<file path="config.mk">
export PLATFORM = sky130hd
export DESIGN_NAME = regfile_seq_ctrl
export DESIGN_NICKNAME = d
export VERILOG_FILES = /design/src/rtl/regfile_seq_ctrl.sv
export SDC_FILE = /design/constraint.sdc
export NUM_CORES = 1
export LEC_CHECK = 0
export ABC_AREA = 1
export BUFFER_PORTS_ARGS = -buffer_cell sky130_fd_sc_hd__buf_2
export CAP_MARGIN = 0
export CORE_ASPECT_RATIO = 0.8
export CORE_MARGIN = 5
export CORE_UTILIZATION = 48
export DETAILED_ROUTE_END_ITERATION = 8
export PLACE_DENSITY = 0.81
export RECOVER_POWER = 100
export REMOVE_ABC_BUFFERS = 1
export SYNTH_ARGS = -nofsm -noshare
export SYNTH_HDL_FRONTEND = slang
export SYNTH_SLANG_ARGS = --single-unit
</file>
<file path="constraint.sdc">
create_clock -name clk -period 2.6 [get_ports clk]
set_input_delay 0.52 -clock clk [delete_from_list [all_inputs] [get_ports clk]]
set_output_delay 0.52 -clock clk [all_outputs]
set_load 0.01 [all_outputs]
</file>
<file path="src/rtl/regfile_seq_ctrl.sv">
// rtl/regfile_seq_ctrl.sv - register-file sequence generator FSM; optional overflow detect via SEQ_OVF_DETECT_EN
module regfile_seq_ctrl #(
    parameter int DATA_W = 32,
    parameter int ADDR_W = 5,
    parameter int DEPTH  = 32,
    parameter int SEED0  = 1,
    parameter int SEED1  = 1
) (
    input  logic              clk,
    input  logic              rst_n,
    input  logic              start,
    input  logic              abort,
    input  logic [1:0]        mode,
    output logic              busy,
    output logic              done,
    output logic              ovf,
    output logic [ADDR_W-1:0] rf_raddr1,
    output logic [ADDR_W-1:0] rf_raddr2,
    input  logic [DATA_W-1:0] rf_rdata1,
    input  logic [DATA_W-1:0] rf_rdata2,
    output logic              rf_we,
    output logic [ADDR_W-1:0] rf_waddr,
    output logic [DATA_W-1:0] rf_wdata,
    output logic [DATA_W-1:0] alu_a,
    output logic [DATA_W-1:0] alu_b,
    output logic [1:0]        alu_op,
    input  logic [DATA_W-1:0] alu_out
);

    typedef enum logic [2:0] {
        S_IDLE,
        S_SEED0,
        S_SEED1,
        S_READ,
        S_CALC,
        S_WRITE,
        S_DONE
    } state_t;

    localparam logic [ADDR_W-1:0] LAST_IDX  = ADDR_W'(DEPTH - 1);
    localparam logic [ADDR_W-1:0] FIRST_IDX = ADDR_W'(2);

    state_t            state;
    state_t            state_nxt;
    logic [ADDR_W-1:0] idx;
    logic [ADDR_W-1:0] idx_nxt;
    logic              run_accept;

    assign run_accept = (state == S_IDLE) && (state_nxt == S_SEED0);

    // State and index registers
    always_ff @(posedge clk or negedge rst_n) begin
        if (!rst_n) begin
            state <= S_IDLE;
            idx   <= FIRST_IDX;
        end else begin
            state <= state_nxt;
            idx   <= idx_nxt;
        end
    end

    // Next-state and next-index decode; abort overrides everything outside IDLE
    always_comb begin
        state_nxt = state;
        idx_nxt   = idx;
        case (state)
            S_IDLE: begin
                if (start && !abort) begin
                    state_nxt = S_SEED0;
                    idx_nxt   = FIRST_IDX;
                end
            end
            S_SEED0: state_nxt = S_SEED1;
            S_SEED1: state_nxt = S_READ;
            S_READ:  state_nxt = S_CALC;
            S_CALC:  state_nxt = S_WRITE;
            S_WRITE: begin
                if (idx == LAST_IDX) begin
                    state_nxt = S_DONE;
                end else begin
                    idx_nxt   = idx + 1'b1;
                    state_nxt = S_READ;
                end
            end
            S_DONE:  state_nxt = S_IDLE;
            default: state_nxt = S_IDLE;
        endcase
        if (abort && (state != S_IDLE)) begin
            state_nxt = S_IDLE;
            idx_nxt   = idx;
        end
    end

    // Registered outputs, decoded from the state being entered so they line up with it
    always_ff @(posedge clk or negedge rst_n) begin
        if (!rst_n) begin
            busy      <= 1'b0;
            done      <= 1'b0;
            rf_we     <= 1'b0;
            rf_raddr1 <= '0;
            rf_raddr2 <= '0;
            rf_waddr  <= '0;
            rf_wdata  <= '0;
            alu_a     <= '0;
            alu_b     <= '0;
            alu_op    <= 2'b00;
        end else begin
            busy  <= (state_nxt == S_SEED0) || (state_nxt == S_SEED1) || (state_nxt == S_READ) ||
                     (state_nxt == S_CALC) || (state_nxt == S_WRITE);
            done  <= (state_nxt == S_DONE);
            rf_we <= (state_nxt == S_SEED0) || (state_nxt == S_SEED1) || (state_nxt == S_WRITE);
            case (state_nxt)
                S_SEED0: begin
                    rf_waddr <= '0;
                    rf_wdata <= DATA_W'(SEED0);
                end
                S_SEED1: begin
                    rf_waddr <= ADDR_W'(1);
                    rf_wdata <= DATA_W'(SEED1);
                end
                S_READ: begin
                    rf_raddr1 <= idx_nxt - ADDR_W'(2);
                    rf_raddr2 <= idx_nxt - ADDR_W'(1);
                end
                S_WRITE: rf_waddr <= idx_nxt;
                default: ;
            endcase
            if (run_accept) begin
                alu_op <= mode;
            end
            if (state == S_READ) begin
                alu_a <= rf_rdata1;
                alu_b <= rf_rdata2;
            end
            if (state == S_CALC) begin
                rf_wdata <= alu_out;
            end
        end
    end

`ifdef SEQ_OVF_DETECT_EN
    logic sign_a;
    logic sign_b;
    logic sign_r;
    logic ovf_hit;

    assign sign_a = alu_a[DATA_W-1];
    assign sign_b = alu_b[DATA_W-1];
    assign sign_r = alu_out[DATA_W-1];

    // Signed overflow of the current ALU result; logical ops never overflow
    always_comb begin
        ovf_hit = 1'b0;
        case (alu_op)
            2'b00:   ovf_hit = (sign_a == sign_b) && (sign_r != sign_a);
            2'b01:   ovf_hit = (sign_a != sign_b) && (sign_r != sign_a);
            default: ovf_hit = 1'b0;
        endcase
    end

    // Sticky overflow flag, cleared only when a new run is accepted
    always_ff @(posedge clk or negedge rst_n) begin
        if (!rst_n) begin
            ovf <= 1'b0;
        end else if (run_accept) begin
            ovf <= 1'b0;
        end else if ((state == S_CALC) && ovf_hit) begin
            ovf <= 1'b1;
        end
    end
`else
    assign ovf = 1'b0;
`endif

endmodule

</file>
## Word level (Yosys, flattened, before mapping)

Cells that the tools add are included.

- Input port bits: 102
- Bits in registers: 124
- Word-level logic and storage cells: 52
- Output and inout port bits: 117

- Equality and inequality tests: 12
- Reduce and logical (&&, ||, !) cells: 14
- Add/subtract/negate cells: 3
- Mux-type cells: 11

Operators by type and width:

| kind | count |
|---|---|
| $mux W32 | 2 |
| $pmux W3 S6 | 1 |
| $eq A3 B3 Y1 const B | 5 |
| $mux W5 | 3 |
| $pmux W5 S3 | 1 |
| $eq A3 B2 Y1 const B | 4 |
| $pmux W5 S2 | 1 |
| $mux W3 | 3 |
| $eq A3 B1 Y1 const B | 2 |
| $reduce_bool A3 Y1 | 2 |
| $add A5 B1 Y5 const B | 1 |
| $eq A5 B5 Y1 const B | 1 |
| $logic_or A1 B1 Y1 | 5 |
| $sub A5 B1 Y5 const B | 1 |
| $sub A5 B2 Y5 const B | 1 |
| $logic_and A1 B1 Y1 | 3 |
| $logic_not A3 Y1 | 1 |
| $reduce_bool A2 Y1 | 1 |
| $reduce_or A2 Y1 | 1 |
| $logic_not A1 Y1 | 1 |

## Longest topological paths before layout

- Word-level depth: 10
- Gate-level depth with buffers: 15

## Worst setup path after synthesis

OpenSTA, ideal clock, no wires.

- Path kind: in2reg
- Start: input port abort
- End: register rf_raddr1[3]
- Slack: 492 ps
- Buffers on the path: 0
- Arrival time: 1990 ps
- Stages: 12
- Data required time: 2483 ps
- Setup time: 117 ps
- Cell sequence: inv_1 -> nand2_1 -> nor2_4 -> inv_1 -> nand2_1 -> nand2_1 -> nand2_1 -> inv_1 -> ha_1 -> or2_2 -> nand3_1 -> nand2_1

- Word-level cells in the longest chain between the ends: 6
- Elaborated cells on any way between the ends: 11
- Those cells by class: add/sub (1); eq/ne (1); mux (6); reduce/logical (3)

RTL lines:

| element | line | RTL |
|---|---|---|
| start: declaration | 12 | `input logic abort,` |
| $logic_not A1 Y1 | 68 | `if (start && !abort) begin` |
| $logic_and A1 B1 Y1 | 68 |  |
| $mux W5 | 68 |  |
| $pmux W5 S2 | 66 | `case (state)` |
| $mux W5 * | 88 | `if (abort && (state != S_IDLE)) begin` |
| named net idx_nxt[1] | 46 | `logic [ADDR_W-1:0] idx_nxt;` |
| $sub A5 B2 Y5 * | 122 | `rf_raddr1 <= idx_nxt - ADDR_W'(2);` |
| end signal: assignment | 122 |  |
| end: declaration | 17 | `output logic [ADDR_W-1:0] rf_raddr1,` |

Mark *: on every way through the listed nets, which the timed path passes. The rest lies on a longest branch.
A chain may end at the register's enable or synchronous reset.

## Final worst setup path

- Start: register idx[1]
- End: register rf_wdata[3]

- Word-level cells in the longest chain between the ends: 7
- Elaborated cells on any way between the ends: 8
- Those cells by class: eq/ne (3); mux (3); reduce/logical (2)

RTL lines:

| element | line | RTL |
|---|---|---|
| start: declaration | 45 | `logic [ADDR_W-1:0] idx;` |
| start signal: assignment | 58 | `idx <= idx_nxt;` |
| $eq A5 B5 Y1 * | 78 | `if (idx == LAST_IDX) begin` |
| $mux W3 * | 78 |  |
| $pmux W3 S6 * | 66 |  |
| $mux W3 * | 88 |  |
| $eq A3 B1 Y1 or $eq A3 B2 Y1 (tied branches) | 112 | `case (state_nxt)` |
| $reduce_or A2 Y1 (no line) * | n/a |  |
| $reduce_bool A2 Y1 (no line) * | n/a |  |
| end signal: assignment | 115 | `rf_wdata <= DATA_W'(SEED0);` |
| end signal: assignment | 119 | `rf_wdata <= DATA_W'(SEED1);` |
| end signal: assignment | 136 | `rf_wdata <= alu_out;` |
| end: declaration | 23 | `output logic [DATA_W-1:0] rf_wdata,` |

Every way passes the cells marked *; elsewhere a longest branch is shown, timed or not.

==> results by group <==
Timing
  – Final period utilization: 89.28%
  – Fin Setup TNS: 0 ps
  – # setup viols final: 0
  – RSZ-0062 raised after global routing: false
  – Clock Skews: 6.995 ps
  – Post-layout min period: 2321 ps
  – Worst-Margin Slew: 1661 ps
  – Slew Limit Fails: 125
  – Final worst slack: 278.6 ps
  – Final hold violation count: 0
  – Fmax: 430.8 MHz
  – Worst slew margin: -10.71%

Clock network
  – Setup Buffers After CTS: 0
  – Post-CTS Hold Fix Bufs: 0
  – Reg clk slew, reported paths: 50 ps
  – CTS max path bufs: 2
  – Max H-tree Level: 4
  – CTS Sinks: 124
  – CTS-repair resized insts: 0
  – CTS buffer count: 17
  – CTS tree: done
  – Root Driver: clkbuf_16
  – Clock Latency Late Sink: 400 ps

Setup path
  – CP endpoint kind: flip-flop
  – Slowest-stage cell, CP: dfstp_1
  – Critical path, cell by cell: ha_1, nand3_1, nor2_1, nand2_2, nand3_1, nand2_2, nand3_1, nand3_4, clkbuf_1, o21ai_0
  – Arrival time worst endpoint: 2630 ps
  – Most used cell along the critical path: nand3_1
  – Largest stage delay, worst path: 570 ps
  – FF-to-FF setup slack: 280 ps
  – FF-to-FF Start: idx[1]
  – Register-to-Register Path Depth: 10
  – Critical path endpoint: rf_wdata[3]
  – Reg2reg end: rf_wdata[3]
  – Crit-path max FO: 25
  – Critical Path RT: 2910 ps
  – Startpoint Class: flip-flop
  – WS Path Type: reg -> reg
  – CP startpoint: idx[1]

Placement
  – RePlAce Congestion: 0.9478
  – IO buf count: 217
  – Post-detail-place hpwl: 9588 um
  – Pre-CTS setup slack: 236.9 ps

Global route
  – Largest net degree at the start of global routing: 125
  – Initial antenna violation count: 1
  – GRT overflow: 0
  – Number of global-route vias before repair: 4,187
  – First-pass GRT wire length: 20,550 um
  – Overall Global Routing Usage: 19.89%

Pwr
  – Peak VDD IR: 610.4 uV
  – Total power per unit cell area: 1256 nW/um^2
  – Leak: 3.217 nW

Routing
  – Iter 0 DRT Violations: 266
  – DRC Markers: 0
  – Routed Antenna Nets: 0
  – Pre-antenna DRT Iters: 4
  – Wire per inst: 15.63 um
  – Vias: 4,037
  – Vias per cell: 4.841
  – WL final: 13,040 um

Logic synthesis
  – Most frequent cell after synthesis: dfrtp_1
  – Yosys reg bits: 124
  – Mapped Cells: 451
  – Post-synth top area cell: dfrtp_1
  – Top FF cell, synth: dfrtp_1
  – FFs w/ async S/R, synth: 100.0%
  – Synth Cell Area: 5223 um^2
  – Synth cell types: 31
  – Yosys warnings: 0
  – Synth top area share: 58.94%
  – Synth cell count leaders: dfrtp_1 (123), nand2_1 (81), mux2_2 (64), inv_1 (53), o21ai_2 (32)
  – Mean Syn Cell Area: 11.58 um^2
  – Synth area leaders: dfrtp_1 (59%), mux2_2 (14%), nand2_1 (5.8%)
  – EDFF count, synth: 0
  – Post-synthesis sequential area ratio: 59.44%

Layout
  – Ant diodes: 0
  – Share of layout cells above drive strength 1: 31.74%
  – Fin nets: 783
  – Fill cells: 948
  – Area grow syn2layout: 28.99%

Floorplan
  – FP Rows: 34
  – Floorplan die width: 126.6 um
  – Die area: 13,080 um^2
  – I/O Pins: 219
  – Core region area: 10,760 um^2
  – Initial core utilization: 48.52%
  – Chip height: 103.3 um

Min path
  – Hold_sp: mode[1]
  – Worst Hold Class: in -> reg

Outcome
  – Failing checks: max-capacitance violations, max-slew violations
  – Status: finished, violations left

Run
  – Max-cap violations: 1
==> worst max-delay path: cells and delay by family (launching register included) <==
family / cells / cell delay (ps)
AO/OA/AOI/OAI: 1 / 180
AND/OR/NAND/NOR: 7 / 990
flip-flops: 1 / 570
buffers and inverters: 1 / 230
adder cells (fa/ha/maj): 1 / 240
==> registers in the layout, indices dropped and copies added, names as in the netlist <==
name	flops
alu_op	2
idx	5
done	1
rf_we	1
rf_waddr	5
rf_wdata	32
rf_raddr1	5
alu_a	32
rf_raddr2	5
busy	1
state	3
alu_b	32
==> per-stage QoR <==
stage / cell area [um^2] / instances / power, mW / utilization, % / hold slack (ps)
after floorplan: 5115 / 435 / 5.184 / - / 224.4
after global placement: 6446 / 802 / 6.459 / 59.89 / 452.7
after detailed placement: 6446 / 802 / 6.627 / 59.89 / 455.1
after CTS: 7048 / 834 / 9.037 / 65.48 / 242.9
after global routing: 6736 / 834 / 9.035 / 62.59 / 314.3
final: 6736 / 834 / 8.463 / 62.59 / 331.5
==> metal layers <==
layer,wire length (um),vias to the layer above,GRT usage (%)
met3,1228,14,6.828
met1,5102,1918,24.68
li1,-,1913,-
met5,11,-,0
met2,6561,190,33.33
met4,134,2,6.265
==> worst min-delay path by stage <==
| stage | to | slack, ps | cells after the start |
|---|---|---|---|
| after floorplan | alu_a[0] | 220 | 0 |
| after global placement | alu_op[0] | 450 | 2 |
| after detailed placement | alu_op[1] | 460 | 2 |
| after CTS | rf_raddr2[2] | 240 | 2 |
| after global routing | rf_wdata[22] | 310 | 3 |
| final | alu_op[1] | 330 | 3 |
==> where the power goes <==
group,internal [mW],leakage (nW),switching (mW)
Sequential,2.82,1.55,0.496
Clock,1.55,0.299,0.816
Combinational,1.12,1.37,1.67
==> cell type report <==
class / count / area (um^2) / area share, %
inverters: 57 / 214.0 / 3.176
clock inverters: 12 / 145.1 / 2.155
multi-input cells: 254 / 1654 / 24.55
repair buffers: 223 / 982.2 / 14.58
clock buffers: 20 / 456.7 / 6.779
well taps: 144 / 180.2 / 2.675
flip-flops and latches: 124 / 3104 / 46.08
==> cell usage in the layout, fill, tap and decap left out, types with 2 or more instances in the layout <==
cell | Yosys | layout
nand2_2 | 5 | 3
clkinv_2 | 0 | 6
ha_1 | 4 | 4
dfrtp_1 | 123 | 123
a21oi_1 | 3 | 3
o21ai_2 | 32 | 6
nor2_1 | 14 | 17
nand2_4 | 2 | 2
buf_4 | 1 | 2
nand4_1 | 5 | 5
clkbuf_4 | 0 | 3
inv_2 | 4 | 3
o21ai_0 | 5 | 32
nand3_1 | 21 | 23
clkbuf_1 | 3 | 118
o22ai_1 | 4 | 4
mux2_2 | 64 | 64
buf_2 | 8 | 100
bufinv_16 | 0 | 3
clkinv_4 | 0 | 2
nand2_1 | 81 | 83
clkbuf_16 | 0 | 17
clkbuf_8 | 0 | 2
inv_1 | 53 | 54
==> logic make-up after synthesis <==
kind of cell	Yosys count	share of synthesized area, %
adder cells (fa/ha/maj)	4	0.9584
multiplexers	64	13.80
AND/OR/NAND/NOR	137	12.43
buffers and inverters	73	6.157
other	1	0.07180
AO/OA/AOI/OAI	48	7.139
flip-flops	124	59.44
Power figures use the tool's default switching activity.
